### config.mk
export PLATFORM = sky130hd
export DESIGN_NAME = amp_cal_seq_flat
export DESIGN_NICKNAME = d
export VERILOG_FILES = /design/src/rtl/amp_cal_if.sv /design/src/rtl/amp_cal_seq.sv /design/src/flat_wrapper.sv
export SDC_FILE = /design/constraint.sdc
export NUM_CORES = 1
export LEC_CHECK = 0
export BUFFER_PORTS_ARGS = -buffer_cell sky130_fd_sc_hd__buf_2
export CAP_MARGIN = 20
export CORE_AREA = 2 2 73 75
export DETAILED_ROUTE_END_ITERATION = 12
export DIE_AREA = 0 0 75 77
export PLACE_DENSITY = 0.52
export SYNTH_ARGS = -nofsm -noshare
export SYNTH_HDL_FRONTEND = slang
export SYNTH_SLANG_ARGS = --single-unit
export TNS_END_PERCENT = 1
### constraint.sdc
create_clock -name clk -period 5.7 [get_ports clk]
set_input_delay 0.285 -clock clk [delete_from_list [all_inputs] [get_ports clk]]
set_output_delay 0.285 -clock clk [all_outputs]
set_load 0.02 [all_outputs]
### src/rtl/amp_cal_if.sv
// Control/status bundle between the tile pins and the amplifier calibration sequencer.
interface amp_cal_if #(
  parameter int TRIM_W = 5
) ();
  logic              start;
  logic              stop;
  logic              cmp_in;
  logic              bgr_en;
  logic              amp_en;
  logic [TRIM_W-1:0] trim;
  logic              busy;
  logic              done;
  logic              cal_valid;

  modport master (
    output start, stop, cmp_in,
    input  bgr_en, amp_en, trim, busy, done, cal_valid
  );

  modport slave (
    input  start, stop, cmp_in,
    output bgr_en, amp_en, trim, busy, done, cal_valid
  );
endinterface

### src/rtl/amp_cal_seq.sv
// Bandgap/amplifier power-up sequencer with SAR offset-trim search.
// Optional AMP_CAL_MAJ_EN: decision bit becomes a 2-of-3 majority over the last three wait cycles.
module amp_cal_seq #(
  parameter int TRIM_W     = 5,
  parameter int SETTLE_CYC = 1024,
  parameter int CMP_WAIT   = 16
) (
  input  logic      clk,
  input  logic      rst_n,
  amp_cal_if.slave  bus
);

  localparam int CNT_MAX = (SETTLE_CYC > CMP_WAIT) ? SETTLE_CYC : CMP_WAIT;
  localparam int CNT_W   = $clog2(CNT_MAX);
  localparam int IDX_W   = $clog2(TRIM_W);
  localparam logic [CNT_W-1:0] SETTLE_LOAD = CNT_W'(SETTLE_CYC - 1);
  localparam logic [CNT_W-1:0] WAIT_LOAD   = CNT_W'(CMP_WAIT - 1);
  localparam logic [IDX_W-1:0] IDX_TOP     = IDX_W'(TRIM_W - 1);

  typedef enum logic [2:0] {
    OFF, BGR_SETTLE, AMP_SETTLE, SAR_SET, SAR_WAIT, SAR_DECIDE, RUN
  } state_t;

  state_t            state;
  logic [CNT_W-1:0]  cnt;
  logic [IDX_W-1:0]  idx;
  logic [TRIM_W-1:0] trim_q;
  logic [TRIM_W-1:0] bit_mask;
  logic              sync_p0;
  logic              cmp_s;
  logic              decision;
  logic              bgr_q, amp_q, busy_q, done_q, valid_q;

  assign bit_mask = TRIM_W'(1) << idx;

  // cmp_in is asynchronous to clk
  always_ff @(posedge clk or negedge rst_n) begin
    if (!rst_n) begin
      sync_p0 <= 1'b0;
      cmp_s   <= 1'b0;
    end else begin
      sync_p0 <= bus.cmp_in;
      cmp_s   <= sync_p0;
    end
  end

`ifdef AMP_CAL_MAJ_EN
  logic [2:0] maj_hist;

  function automatic logic maj3(input logic [2:0] v);
    return (v[0] & v[1]) | (v[0] & v[2]) | (v[1] & v[2]);
  endfunction

  always_ff @(posedge clk or negedge rst_n) begin
    if (!rst_n) begin
      maj_hist <= '0;
    end else if (state == SAR_WAIT && cnt <= CNT_W'(2)) begin
      maj_hist <= {maj_hist[1:0], cmp_s};
    end
  end

  assign decision = maj3(maj_hist);
`else
  assign decision = cmp_s;
`endif

  always_ff @(posedge clk or negedge rst_n) begin
    if (!rst_n) begin
      state   <= OFF;
      cnt     <= '0;
      idx     <= '0;
      trim_q  <= '0;
      bgr_q   <= 1'b0;
      amp_q   <= 1'b0;
      busy_q  <= 1'b0;
      done_q  <= 1'b0;
      valid_q <= 1'b0;
    end else begin
      done_q <= 1'b0;
      if (bus.stop) begin
        // trim deliberately keeps whatever code the amplifier last saw
        state   <= OFF;
        bgr_q   <= 1'b0;
        amp_q   <= 1'b0;
        busy_q  <= 1'b0;
        valid_q <= 1'b0;
      end else begin
        case (state)
          OFF, RUN: begin
            if (bus.start) begin
              state   <= BGR_SETTLE;
              cnt     <= SETTLE_LOAD;
              valid_q <= 1'b0;
              bgr_q   <= 1'b1;
              amp_q   <= 1'b0;
              busy_q  <= 1'b1;
            end
          end
          BGR_SETTLE: begin
            if (cnt == '0) begin
              state <= AMP_SETTLE;
              cnt   <= SETTLE_LOAD;
              amp_q <= 1'b1;
            end else begin
              cnt <= cnt - 1'b1;
            end
          end
          AMP_SETTLE: begin
            if (cnt == '0) begin
              state  <= SAR_SET;
              trim_q <= '0;
              idx    <= IDX_TOP;
            end else begin
              cnt <= cnt - 1'b1;
            end
          end
          SAR_SET: begin
            trim_q <= trim_q | bit_mask;
            cnt    <= WAIT_LOAD;
            state  <= SAR_WAIT;
          end
          SAR_WAIT: begin
            if (cnt == '0) state <= SAR_DECIDE;
            else           cnt   <= cnt - 1'b1;
          end
          SAR_DECIDE: begin
            if (!decision) trim_q <= trim_q & ~bit_mask;
            if (idx == '0) begin
              state   <= RUN;
              done_q  <= 1'b1;
              valid_q <= 1'b1;
              busy_q  <= 1'b0;
            end else begin
              idx   <= idx - 1'b1;
              state <= SAR_SET;
            end
          end
          default: state <= OFF;
        endcase
      end
    end
  end

  assign bus.bgr_en    = bgr_q;
  assign bus.amp_en    = amp_q;
  assign bus.trim      = trim_q;
  assign bus.busy      = busy_q;
  assign bus.done      = done_q;
  assign bus.cal_valid = valid_q;

endmodule

### src/flat_wrapper.sv
// flat-port wrapper written by rule: the top's interface ports become plain ports
module amp_cal_seq_flat 
#(
  parameter int TRIM_W     = 5,
  parameter int SETTLE_CYC = 1024,
  parameter int CMP_WAIT   = 16
)
  (clk, rst_n, bus_start, bus_stop, bus_cmp_in, bus_bgr_en, bus_amp_en, bus_trim, bus_busy, bus_done, bus_cal_valid);
  amp_cal_if #(.TRIM_W(TRIM_W)) bus_i ();
  input  logic clk;
  input  logic rst_n;
  input wire logic [$bits(bus_i.start)-1:0] bus_start;
  input wire logic [$bits(bus_i.stop)-1:0] bus_stop;
  input wire logic [$bits(bus_i.cmp_in)-1:0] bus_cmp_in;
  output wire logic [$bits(bus_i.bgr_en)-1:0] bus_bgr_en;
  output wire logic [$bits(bus_i.amp_en)-1:0] bus_amp_en;
  output wire logic [$bits(bus_i.trim)-1:0] bus_trim;
  output wire logic [$bits(bus_i.busy)-1:0] bus_busy;
  output wire logic [$bits(bus_i.done)-1:0] bus_done;
  output wire logic [$bits(bus_i.cal_valid)-1:0] bus_cal_valid;
  assign bus_i.start = bus_start;
  assign bus_i.stop = bus_stop;
  assign bus_i.cmp_in = bus_cmp_in;
  assign bus_bgr_en = bus_i.bgr_en;
  assign bus_amp_en = bus_i.amp_en;
  assign bus_trim = bus_i.trim;
  assign bus_busy = bus_i.busy;
  assign bus_done = bus_i.done;
  assign bus_cal_valid = bus_i.cal_valid;
  amp_cal_seq #(.TRIM_W(TRIM_W), .SETTLE_CYC(SETTLE_CYC), .CMP_WAIT(CMP_WAIT)) u_core (.clk(clk), .rst_n(rst_n), .bus(bus_i));
endmodule
# Yosys cells after proc, flatten, opt, wreduce, memory -nomap -nowiden
# Index checks and enable logic that the tools add are counted.
# op_classes
addsub	2
eq_ne	16
shifts	1
muxes	33
n_bitwise	4
reduce_logical	19
# op_table
operator	n
case mux 10 bit (4 select lines)	1
2-to-1 mux 10 bit	3
2-to-1 mux 3 bit	8
case mux 3 bit (6 select lines)	1
AND reduction 4 bit	4
case mux 5 bit (3 select lines)	1
2-to-1 mux 1 bit	13
!= test 3 x 2 -> 1 bit, second input constant	4
zero test 10 bit	1
2-to-1 mux 5 bit	2
subtractor 10 x 1 -> 10 bit, second input constant	1
equality test 3 bit, second input constant	3
nonzero test 3 bit	3
!= test 2 bit, second input constant	4
equality test 3 x 2 -> 1 bit, second input constant	2
zero test 3 bit	2
case mux 1 bit (2 select lines)	3
case mux 3 bit (2 select lines)	1
AND reduction 3 bit	2
nonzero test 2 bit	3
AND 5 bit	1
NOT 5 bit	1
OR 5 bit	1
left shift 1 x 3 -> 5 bit, first input constant	1
8 further kinds	9
# totals
reg_bits	28
input_bits	5
out_inout_bits	10

# Depth between registers and ports, before layout
# logic_depth
ltp_word	5
depth_mapped	7

# Worst setup path after synthesis
# OpenSTA, ideal clock, no wires.
# synth_path
path_type	register -> register
startpoint	register u_core.cnt[0]
endpoint	register u_core.trim_q[2], in the netlist u_core.bus.trim[2]
arrival_ps	1773
setup_slack_ps	3804
path_stages_with_launch	8
path_buffers	0
period_less_slack_ps	1896
cell_sequence	dfrtp_1 -> inv_1 -> ha_1 -> nor4b_4 -> nand3b_4 -> o31ai_4 -> and2b_4 -> a21oi_1
# synth_between
elab_chain_len	3
# synth_rtl
item	line_no	rtl
start, declared	amp_cal_seq.sv:25	logic [CNT_W-1:0] cnt;
start signal, assigned	amp_cal_seq.sv:105	cnt <= cnt - 1'b1;
start signal, assigned	amp_cal_seq.sv:114	cnt <= cnt - 1'b1;
start signal, assigned	amp_cal_seq.sv:124	else cnt <= cnt - 1'b1;
zero test 10 bit	amp_cal_seq.sv:109	if (cnt == '0) begin
!= test 2 x 1 -> 1 bit (no line)	-	
AND reduction 4 bit (no line)	-	
end signal, assigned	amp_cal_seq.sv:118	trim_q <= trim_q | bit_mask;
end signal, assigned	amp_cal_seq.sv:127	if (!decision) trim_q <= trim_q & ~bit_mask;
end, declared	amp_cal_seq.sv:27	logic [TRIM_W-1:0] trim_q;
# No other way between the ends.
# A chain may end at the register's enable or synchronous reset.

# Final worst setup path
# Same ends and word-level chain as after synthesis.

==> summary.md <==
| Metric | Value |
|---|---|
| Outcome | `finished clean` |
| Die height | `77 um` |
| Total GRT Usage | `14.73%` |
| Crit end category | `flip-flop` |
| Most frequent cells in the layout | `dfrtp_1, a21oi_1, buf_2` |
| Max-cap viol count | `0` |
| Crit share post-route | `38.00%` |
| Highest ir drop seen on vdd | `0.0001378 V` |
| Vias per Instance | `5.314` |
| Worst path slowest cell | `dfrtp_1` |
| Metal2 WL | `1895 um` |
| Combinational share of power | `35.3%` |
| Nets | `206` |
| Setup TNS Final | `0 ns` |
| Top delay family on crit path | `simple AND/OR/NAND/NOR gates` |
| Rel. slew slack | `55.49%` |
| Clk_skew | `0.003040 ns` |
| F_max | `0.4617 GHz` |
| Initial antenna violation count | `0` |
| Fillers | `513` |
| Antenna Cells | `0` |
| Syn_nets | `193` |
| DP Wirelength | `2838 um` |
| Critical Path Fanout Max | `10` |
| P_int | `443.1 uW` |
| Min-Delay Path Class | `input port to asynchronous set/reset pin` |
| Clk slew on worst S/H paths | `0.10 ns` |
| R2R Path Start | `u_core.cnt[0]` |
| Routed wire length | `3860 um` |
| GRT overflow | `0` |
| Psw | `288.4 uW` |
| Core Area | `0.004977 mm2` |
| Largest net degree at the start of global routing | `29` |
| Async S/R FF share, synth | `100.0%` |
| Area contributors post-synth | `dfrtp_1, a21oi_1, ha_1` |
| Part of the power in registers | `42.8%` |
| Post-synth EDFFs | `0` |
| Total leakage power | `0.0008320 uW` |
| Post-Layout Inst Area | `0.001907 mm2` |
| Vias in the first global route | `1,354` |
| Wirelength per Cell | `14.62 um` |
| Met1 WL | `1854 um` |
| Top Ports | `15` |
| Post-cts sizing count | `0` |
| Slew Limit Fails | `0` |
| Area leader, netlist | `dfrtp_1` |
| Clock tree buffer depth | `2` |
| Synth warnings | `0` |
| Critical path class | `flip-flop to flip-flop` |
| Hold buffer count at cts | `0` |
| Yosys cell types | `47` |
| Syn avg cell area | `9.363 um2` |
| Cell Area, Synth | `0.001704 mm2` |
| Worst Path Buf+Inv | `1` |
| Critical path cell sequence | `inv_1 > ha_1 > nor4b_4 > nand3b_4 > o31ai_4 > and2b_4 > a21oi_1` |
| Final setup viols | `0` |
| Placement-stage cell area | `0.001836 mm2` |
| # rows | `26` |
| DR WL met3 | `60 um` |
| CTS tree | `built` |
| Die area | `0.005775 mm2` |
| Uppermost layer routed | `met4` |
| Setup Buffers After CTS | `0` |
| Initial DRC count | `98` |
| Count of state elements after synthesis | `28` |
| Port-buffer cells | `14` |
| Crit path largest cell delay | `0.42 ns` |
| Synth Flop Type | `dfrtp_1` |
| Tightest Pin Transition | `0.6676 ns` |
| Num CTS Buffers | `3` |
| H-Tree Depth | `1` |
| Hold Fails Final Rpt | `0` |
| Synthesized instance count | `182` |
| RSZ-0062 raised after global routing | `no` |
| Share of cells above drive strength 1 | `14.43%` |
| Final ANT Viol Nets | `0` |
| CP startpoint | `u_core.cnt[0]` |
| Initial core utilization | `34.24%` |
| Critical path data required time | `5.87 ns` |
| Placer Congestion | `0.8363` |
| Clock Sinks | `28` |
| Die X-Extent | `75 um` |
| First-pass GRT wire length | `6617 um` |
| Min Tclk post-route | `2.166 ns` |
| Synth top area share | `41.12%` |
| Post-synthesis sequential area ratio | `41.12%` |
| Area grow syn2layout | `11.89%` |
| Startpoint Class | `flip-flop` |
| Critical Path AT | `2.34 ns` |
| CTS root buffer | `clkbuf_8` |
| Drt first pass iters | `4` |
| Switching share of power | `39.43%` |
| Leading cell type in the layout, fill and taps excluded | `dfrtp_1` |
| Pwr Density | `383.6 mW/mm2` |
| Clock Latency Late Sink | `0.28 ns` |
| DRC viols | `0` |
| Vias post-DR | `1,403` |
| Clock share of power | `21.9%` |
per-layer routing:
layer | up-vias | GRT usage [%]
li1 | 700 | -
met1 | 689 | 20.43
met3 | 4 | 2.234
met5 | - | 0
met4 | 0 | 4.286
met2 | 10 | 23.42
power by group through the flow:
stage	Combinational (uW)	Sequential, uW	Clock (uW)
after CTS	259	313	165
final	258	313	160
after detailed placement	258	317	0
after global placement	250	314	0
after floorplan	196	308	0
after global routing	293	324	174
worst paths after layout:
| check | endpoint | slack, ns | cells after the start |
|---|---|---|---|
| min | u_core.cnt[3] | 0.02 | 1 |
| min in group clk | u_core.sync_p0 | 0.10 | 1 |
| max | u_core.bus.trim[2] | 3.53 | 7 |
| max in group asynchronous | u_core.cnt[4] | 5.27 | 1 |
| max reg2reg | u_core.bus.trim[2] | 3.53 | 7 |
| min reg2reg | u_core.cmp_s | 0.36 | 0 |
Yosys cell counts (all sizes together) (4+ instances only):
cell type and n:
a31oi 10, o21ai 11, inv 9, o22ai 4, nor3 9, nor2b 6, dfrtp 28, nand2 11
ha 6, nor2 13, a21oi 18, nand2b 5
final cells by class:
class / instances / area (um2) / area share (%)
multi-input cells: 139 / 943.4 / 49.48
flip-flops and latches: 28 / 700.7 / 36.75
well taps: 70 / 87.58 / 4.593
repair buffers: 14 / 70.07 / 3.675
clock buffers: 3 / 41.29 / 2.165
inverters: 9 / 33.78 / 1.772
clock inverters: 1 / 30.03 / 1.575
kinds of logic (layout without fill, tap and decap cells):
kind of cell | count (synthesis) | in the layout | synth area share [%]
adders and majority gates | 6 | 6 | 4.405
AOI/OAI and AO/OA | 66 | 66 | 26.73
xor gates and xnor gates | 3 | 3 | 1.542
buffers and inverters | 15 | 27 | 3.524
and+or+nand+nor | 64 | 64 | 22.69
DFF | 28 | 28 | 41.12
registers in the layout, summed over array words and instances, names as in the netlist:
register	flops
u_core.cnt	10
u_core.bus.trim	5
u_core.idx	3
u_core.state	3
u_core.bus.amp_en	1
u_core.bus.bgr_en	1
u_core.bus.busy	1
u_core.bus.cal_valid	1
u_core.bus.done	1
u_core.cmp_s	1
u_core.sync_p0	1
stage by stage:
step                total power (uW)  worst slack (ns)  utilization [%]  hold WS, ns  std cells
finish                         731.5             3.534            38.31      0.01880        264
global route                   790.4             3.328            38.31      0.06913        264
CTS                            737.5             3.538            38.31      0.04468        264
detailed placement             575.6             3.562            36.88       0.3457        260
global placement               564.0             3.640            36.88       0.3381        260
floorplan                      503.7             3.804                -     -0.01059        182
worst register-to-register path: stages, from the launching register on:
cell	delay (ns)
dfrtp_1	0.42
inv_1	0.09
ha_1	0.24
nor4b_4	0.37
nand3b_4	0.22
o31ai_4	0.42
and2b_4	0.24
a21oi_1	0.07
Power figures use the tool's default switching activity.
